File: src/rtl/rr_arbiter_4.sv
// rr_arbiter_4: 4-way round-robin arbiter with bounded hold; ports clk, rst, req[3:0] -> gnt[3:0] one-hot, gnt_idx[1:0], gnt_valid, preempt
module rr_arbiter_4 #(
  parameter int MAX_HOLD = 8,
  parameter int CNT_W = 4
) (
  input  logic       clk,
  input  logic       rst,
  input  logic [3:0] req,
  output logic [3:0] gnt,
  output logic [1:0] gnt_idx,
  output logic       gnt_valid,
  output logic       preempt
);
  typedef enum logic {IDLE, GRANT} state_t;
  localparam logic [CNT_W-1:0] HOLD_MAX = CNT_W'(MAX_HOLD);
  state_t state_q, state_d;
  logic [3:0] gnt_q, gnt_d, others;
  logic [1:0] idx_q, idx_d, ptr_q, ptr_d, new_idx;
  logic [CNT_W-1:0] cnt_q, cnt_d;
  logic pre_q, pre_d, take;
  function automatic logic [1:0] pick(input logic [1:0] s, input logic [3:0] m);
    pick = s;
    for (int i = 3; i >= 0; i--) if (m[s + 2'(i)]) pick = s + 2'(i);
  endfunction
  assign others = req & ~(4'b0001 << idx_q);
  always_comb begin
    state_d = state_q;
    idx_d = idx_q;
    cnt_d = cnt_q;
    ptr_d = ptr_q;
    pre_d = 1'b0;
    take = 1'b0;
    new_idx = 2'd0;
    if (state_q == IDLE) begin
      take = |req;
      new_idx = pick(ptr_q, req);
    end else if (!req[idx_q]) begin
      take = |others;
      new_idx = pick(idx_q + 2'd1, others);
      if (!take) begin
        state_d = IDLE;
        idx_d = 2'd0;
        cnt_d = '0;
      end
    end else if (cnt_q == HOLD_MAX && |others) begin
      take = 1'b1;
      new_idx = pick(idx_q + 2'd1, others);
      pre_d = 1'b1;
    end else begin
      cnt_d = cnt_q == HOLD_MAX ? cnt_q : cnt_q + 1'b1;
    end
    if (take) begin
      state_d = GRANT;
      idx_d = new_idx;
      cnt_d = CNT_W'(1);
      ptr_d = new_idx + 2'd1;
    end
    gnt_d = state_d == GRANT ? 4'b0001 << idx_d : 4'b0000;
  end
  always_ff @(posedge clk) begin
    if (rst) begin
      state_q <= IDLE;
      gnt_q <= '0;
      idx_q <= '0;
      ptr_q <= '0;
      cnt_q <= '0;
      pre_q <= 1'b0;
    end else begin
      state_q <= state_d;
      gnt_q <= gnt_d;
      idx_q <= idx_d;
      ptr_q <= ptr_d;
      cnt_q <= cnt_d;
      pre_q <= pre_d;
    end
  end
  assign gnt = gnt_q;
  assign gnt_idx = idx_q;
  assign gnt_valid = |gnt_q;
  assign preempt = pre_q;
endmodule

File: config.mk
export PLATFORM = sky130hd
export DESIGN_NAME = rr_arbiter_4
export DESIGN_NICKNAME = d
export VERILOG_FILES = /design/src/rtl/rr_arbiter_4.sv
export SDC_FILE = /design/constraint.sdc
export NUM_CORES = 1
export LEC_CHECK = 0
export CORE_UTILIZATION = 58
export CTS_CLUSTER_DIAMETER = 120
export CTS_CLUSTER_SIZE = 12
export DETAILED_ROUTE_END_ITERATION = 10
export GPL_TIMING_DRIVEN = 0
export PLACE_DENSITY = 0.83
export REMOVE_ABC_BUFFERS = 1
export SLEW_MARGIN = 20
export SYNTH_ARGS = -nofsm -noshare
export SYNTH_HDL_FRONTEND = slang
export SYNTH_SLANG_ARGS = --single-unit
File: constraint.sdc
create_clock -name clk -period 4.61 [get_ports clk]
set_input_delay 0.461 -clock clk [delete_from_list [all_inputs] [get_ports clk]]
set_output_delay 0.461 -clock clk [all_outputs]
set_load 0.01 [all_outputs]
==> metrics.md, run 1 <==
| Metric | Value |
|---|---|
| F_max | slightly below 400 MHz |
| FF+latch count, synth | 14 |
| Maximum clock path buffer count | 2 |
| Fin Clk Skew | between 0.001 and 0.0015 ns |
| Max cap viols | 0 |
| Vias in the first global route | 833 |
| Number of H-tree levels | 1 |
| Reg area | roughly 280 um2 |
| CTS resizes | 0 |
| Die Span Y | 45.37 um |
| Setup Buffers After CTS | 0 |
| Hold buffers post-CTS | 0 |
| Hold wc startpoint | cnt_q[2]$_SDFFE_PP0P_ |
| Mapped Cells | between 100 and 150 |
| VDD IR max | roughly 0.00020 V |
| Avg Synthesized Cell Area | roughly 9 um2 |
| Worst-path fanout max | 11 |
| Worst Slack Setup Final | ~2.0 ns |
| Place WS | about 1.8 ns |
| TNS Setup | 0 ns |
| Final Setup Violations | 0 |
| Drt first pass iters | 4 |
| Most common library cell in the layout ignoring fill and taps | dfxtp_1 |
| Starting density of the core | a little over three fifths |
| Yosys cell types | 54 |
| CP startpoint kind | flip-flop |
| Mapped Area | between 0.001 and 0.0015 mm2 |
| WL/cell | between 10 and 15 um |
| Met3 wire length | between 60 and 70 um |
| Critical path required time | approximately 4.8 ns |
| Initial antenna violation count | 0 |
| Yosys Warn Count | 0 |
| Top post-synthesis cells by area | dfxtp_1 26%, ha_1 6.9%, and2b_2 4.0%, nand2b_1 3.4%, a21oi_1 3.2% |
| Min-delay worst type | reg -> reg |
| Register area share after synthesis | approximately a quarter |
| First-pass GRT wire length | roughly 3700 um |
| Hold endpoint | cnt_q[2]$_SDFFE_PP0P_ |
| Top FF cell, synth | dfxtp_1 |
| R2R Path Start | gnt_idx[0]$_SDFF_PP0_ |
| Detail Placement HPWL | around 1800 um |
| Crit end category | flip-flop |
| GRT Overall Usage | between 20% and 30% |
| P&R area growth vs syn | 12.96% |
| # DRC | 0 |
| Top cell type's share of synthesized area | 25.69% |
| Root Driver | clkbuf_4 |
| Pins over their slew limit | 0 |
| Reg2Reg Setup Slack | between 2 and 2.5 ns |
| CTS tree | built |
| Remaining global-route overflow | 0 |
| Clk_lat worst skew | between 0.2 and 0.3 ns |
| Final hold vios | 0 |
| # rows | 15 |
| Ports | 14 |
| Period minus WS final | between 2 and 3 ns |
| RSZ-0062 raised after global routing | no |
| RR Endpoint | gnt[0]$_SDFF_PP0_ |
| Largest net degree at the start of global routing | 17 |
| Status | finished, final reports clean |
| Total die area | 0.002058 mm2 |
| Most frequent cells in the layout | 14 x dfxtp_1, 13 x clkdlybuf4s50_1, 8 x nor2_1, 7 x a21oi_1, 7 x o21ai_0 |
| Leading area contributor after synthesis | dfxtp_1 |
| Slew @ Worst Pin | 0.9842 ns |
| Die Width | between 40 and 50 um |
| Async SR Flop Fraction | 0% |
| Crit path kind | reg -> reg |
| Nets | ~150 |
| R2R cell count | 8 |
| Highest Signal Layer | met4 |
| Wl on met1 | about 1000 um |
| Share of cells above drive strength 1 | 14.93% |
| Relative slew slack | 33.46% |
| Cts bufs inserted | 3 |
| Clock slew at reported path FFs | about 0.080 ns |
| ANT cells | 0 |
| Leak | roughly 0.48 nW |
| Placer Congestion | 0.7785 |
| IO Port Bufs | 13 |
| Period utilization | a little under three fifths |
| Average via count per standard cell | approximately 5.9 |
| Hold depth | 2 |
| Post-synth EDFFs | 0 |
| Via count | between 900 and 1000 |
| Multi-input logic area | 745.7 um2 |
| Routed WL | about 2300 um |
| Routed met2 length | between 1000 and 1500 um |
| Fillers | between 100 and 150 |
| Post-DRT Antenna Nets | 0 |
| P per Cell Area | ~330 mW/mm2 |
| Core box area | ~0.0017 mm2 |
| Iteration-0 DRC Markers | 21 |
| Crit path DAT | approximately 2.8 ns |
| # clock sinks | 14 |
## worst max-delay path: stages, from the launching register on
cell,delay [ns]
dfxtp_1,0.60
inv_1,0.13
ha_1,0.24
nand2b_1,0.19
a41oi_1,0.23
o21ai_1,0.13
a211oi_1,0.43
o21ai_0,0.29
and3b_1,0.26
## registers in the layout, indices dropped and copies added (netlist names)
signal and cells:
gnt_idx 2, preempt 1, gnt 4, cnt_q 4, ptr_q 2, state_q 1
## through the flow
stage | hold slack, ns | total power (W) | util [%] | instances | cell area (um2)
after floorplan | 0.4940 | 0.0002824 | - | 118 | 1049
after global placement | 0.5152 | 0.0003377 | 69.32 | 156 | 1210
after detailed placement | 0.5381 | 0.0003443 | 69.32 | 156 | 1210
after CTS | 0.5595 | 0.0004109 | 70.61 | 159 | 1232
after global routing | 0.5978 | 0.0004374 | 70.61 | 159 | 1232
final | 0.5518 | 0.0004102 | 70.61 | 159 | 1232
## worst max path at each step
stage | cells after the start | endpoint | slack, ns | startpoint
2_1_floorplan | 7 | gnt[0]$_SDFF_PP0_ | 2.37 | gnt_idx[0]$_SDFF_PP0_
3_3_place_gp | 7 | gnt[0]$_SDFF_PP0_ | 1.84 | req[2]
5_1_grt | 8 | gnt[0]$_SDFF_PP0_ | 1.83 | gnt_idx[0]$_SDFF_PP0_
3_5_place_dp | 7 | gnt[0]$_SDFF_PP0_ | 1.81 | req[2]
6_report | 8 | gnt[0]$_SDFF_PP0_ | 2.01 | gnt_idx[0]$_SDFF_PP0_
4_1_cts | 8 | gnt[0]$_SDFF_PP0_ | 2.05 | gnt_idx[0]$_SDFF_PP0_
## power by group
group / internal, W / switching (W)
sequential: 0.000137 / 0.0000207
clock: 0.0000303 / 0.0000369
combinational: 0.0000942 / 0.0000913
## routing by layer
metal / track usage, % / vias up
li1: - / 479
met1: 31.05 / 453
met2: 43.48 / 10
met3: 5.952 / 2
met4: 1.818 / 0
met5: 0 / -
## synth_stat cells (all sizes together) (3+ instances only)
| library cell | count |
|---|---|
| dfxtp | 14 |
| o21ai | 9 |
| nor2 | 8 |
| a21oi | 7 |
| ha | 6 |
| inv | 6 |
| nand2b | 6 |
| and2b | 5 |
| nand2 | 5 |
| a211oi | 4 |
| and3b | 4 |
| and3 | 3 |
| nand3 | 3 |
| nor2b | 3 |
| o211ai | 3 |
## kinds of logic (layout without fill, tap and decap cells)
group	after synthesis	count (layout)	synth area share, %
buffers and inverters	10	22	5.963
AO/OA/AOI/OAI	38	38	25.80
flip-flops	14	14	25.69
adder cells (fa/ha/maj)	6	6	6.881
XOR/XNOR	2	2	1.606
multiplexers	4	4	4.931
AND/OR/NAND/NOR	48	48	29.13
## area by class of cell
type                            count  share of cell area (%)
Tap cell                           25                   2.538
Timing Repair Buffer               13                   10.56
Sequential cell                    14                   22.74
Multi-Input combinational cell     98                   60.51
Inverter                            6                   1.827
Clock buffer                        3                   1.827
Note: power is estimated with default switching activity, not from simulation.
==> inputs of run 2 (changes only) <==
--- a/config.mk
+++ b/config.mk
@@ -5,12 +5,12 @@
 export SDC_FILE = /design/constraint.sdc
 export NUM_CORES = 1
 export LEC_CHECK = 0
-export CORE_UTILIZATION = 58
+export CORE_UTILIZATION = 49
 export CTS_CLUSTER_DIAMETER = 120
 export CTS_CLUSTER_SIZE = 12
 export DETAILED_ROUTE_END_ITERATION = 10
 export GPL_TIMING_DRIVEN = 0
-export PLACE_DENSITY = 0.83
+export PLACE_DENSITY = 0.75
 export REMOVE_ABC_BUFFERS = 1
 export SLEW_MARGIN = 20
 export SYNTH_ARGS = -nofsm -noshare
==> constraint.sdc (replaced) <==
create_clock -name clk -period 2.2 [get_ports clk]
set_input_delay 0.22 -clock clk [delete_from_list [all_inputs] [get_ports clk]]
set_output_delay 0.22 -clock clk [all_outputs]
set_load 0.01 [all_outputs]
==> metrics.md, run 2 (same netlist as run 1, synthesis figures left out) <==
| Metric | Value |
|---|---|
| Cts bufs inserted | 3 |
| Core box area | approximately 0.002 mm2 |
| Period utilization | 96.65% |
| Crit end category | flip-flop |
| Clock slew at reported path FFs | around 0.08 ns |
| Routed WL | 2541 um |
| TNS Setup | 0 ns |
| Final hold vios | 0 |
| Reg2Reg Setup Slack | approximately 0.074 ns |
| Maximum clock path buffer count | 2 |
| Placed insts | between 150 and 200 |
| Detail Placement HPWL | ~1800 um |
| Hold depth | 2 |
| Number of H-tree levels | 1 |
| Post-DRT Antenna Nets | 0 |
| Slew @ Worst Pin | ~0.58 ns |
| # DRC | 0 |
| Hold buffers post-CTS | 0 |
| Worst path cell trace | ha_1 > nand2b_1 > a41oi_2 > o21ai_2 > buf_4 > a211oi_4 > o21ai_2 > and3b_1 |
| Worst Path Buf+Inv | 1 |
| Placer Congestion | between 0.8 and 0.9 |
| Leak | 0.5214 nW |
| Status | finished, final reports clean |
| CTS tree | built |
| Ports | 14 |
| Min-delay worst type | reg -> reg |
| CP startpoint kind | flip-flop |
| Pins over their slew limit | 0 |
| Share of cells above drive strength 1 | 30.71% |
| VDD IR max | 0.0005077 V |
| Period minus WS final | between 2 and 2.5 ns |
| Crit path depth | 8 |
| Final instance area | ~0.0014 mm2 |
| Average via count per standard cell | roughly 6 |
| Critical path required time | about 2.4 ns |
| DP Area | approximately 0.0012 mm2 |
| Largest net degree at the start of global routing | 17 |
| Drt first pass iters | 4 |
| Fin Clk Skew | 0.003539 ns |
| # clock sinks | 14 |
| Max cap viols | 0 |
| Crit path DAT | around 2.3 ns |
| Nets | 154 |
| Worst-path fanout max | 6 |
| Hold wc startpoint | cnt_q[3]$_SDFFE_PP0P_ |
| Slowest stage cell, crit path | dfxtp_4 |
| Starting density of the core | ~54% |
| Crit path kind | reg -> reg |
| Most common library cell in the layout ignoring fill and taps | dfxtp_1 |
| Most frequent cells in the layout | 12 x dfxtp_1, 9 x clkdlybuf4s50_1, 8 x nor2_1, 6 x a21oi_1, 6 x buf_4 |
| GRT Overall Usage | about 23% |
| CP delay by family, top | compound AO/OA/AOI/OAI gates |
| CP max stage delay | ~0.37 ns |
| Total power | roughly 0.00095 W |
| R2R Path Start | gnt_idx[0]$_SDFF_PP0_ |
| Non-Filler Instances | 167 |
| Start point of the critical path | gnt_idx[0]$_SDFF_PP0_ |
| Die Width | about 49 um |
| F_max | roughly 470 MHz |
| WL/cell | 15.22 um |
| First-pass GRT wire length | 4257 um |
| P per Cell Area | about 700 mW/mm2 |
| Iteration-0 DRC Markers | 23 |
| ANT cells | 0 |
| Cell mode on critical path | o21ai_2 |
| Root Driver | clkbuf_4 |
| Die Span Y | 49.19 um |
| Post-layout util | between 60 and 70% |
| Via count | 1014 |
| Remaining global-route overflow | 0 |
| Clk_lat worst skew | 0.27 ns |
| Relative slew slack | between 60 and 70% |
| IO Port Bufs | 13 |
| # rows | 16 |
| R2R cell count | 8 |
| Vias in the first global route | between 900 and 1000 |
| P&R area growth vs syn | 24.66% |
| Initial antenna violation count | 0 |
| Total die area | between 0.002 and 0.0025 mm2 |
| Final Setup Violations | 0 |
## run 2: area by class of cell
| cell class | count | area, um2 |
|---|---|---|
| inverters | 6 | 22.52 |
| flip-flops and latches | 14 | 287.8 |
| clock buffers | 3 | 22.52 |
| well taps | 27 | 33.78 |
| repair buffers | 19 | 170.2 |
| multi-input cells | 98 | 823.3 |
| fillers | 171 | 661.9 |
## run 2: where the power goes
| part | internal (W) | switching, W |
|---|---|---|
| clock | 0.0000634 | 0.0000746 |
| sequential | 0.000290 | 0.0000392 |
| combinational | 0.000242 | 0.000240 |
## run 2: metrics by stage
step                      hold WS [ns]  worst slack (ns)
final                           0.5441           0.07366
after global routing            0.5943          -0.02577
after CTS                       0.5528          0.005758
after detailed placement        0.5361           -0.4001
after global placement          0.5151           -0.3228
after floorplan                 0.2891          -0.03606
## run 2: worst register-to-register path, cell delays in order, from the launching register on
cell	delay, ns
dfxtp_4	0.37
ha_1	0.21
nand2b_1	0.24
a41oi_2	0.24
o21ai_2	0.11
buf_4	0.18
a211oi_4	0.31
o21ai_2	0.16
and3b_1	0.20
## run 2: per-layer routing
metal / share of wire [%] / track usage, % / up-vias
met5: 0 / 0 / -
met3: 3.0 / 6.231 / 2
met1: 45 / 27.78 / 504
met2: 52 / 38.58 / 14
li1: - / - / 494
met4: 0.24 / 6.373 / 0
## run 2: worst paths after layout
path                                               to
worst max register to register      gnt[0]$_SDFF_PP0_
worst max-delay path                gnt[0]$_SDFF_PP0_
worst min-delay path            cnt_q[3]$_SDFFE_PP0P_
worst min register to register  cnt_q[3]$_SDFFE_PP0P_
## run 2: what timing repair did
| item | in CTS | in global routing |
|---|---|---|
| gates resized for setup | 11 | 16 |
| buffers inserted | 1 | 5 |
| setup endpoints to repair | 8 | 6 |
| pin swaps | 1 | 10 |
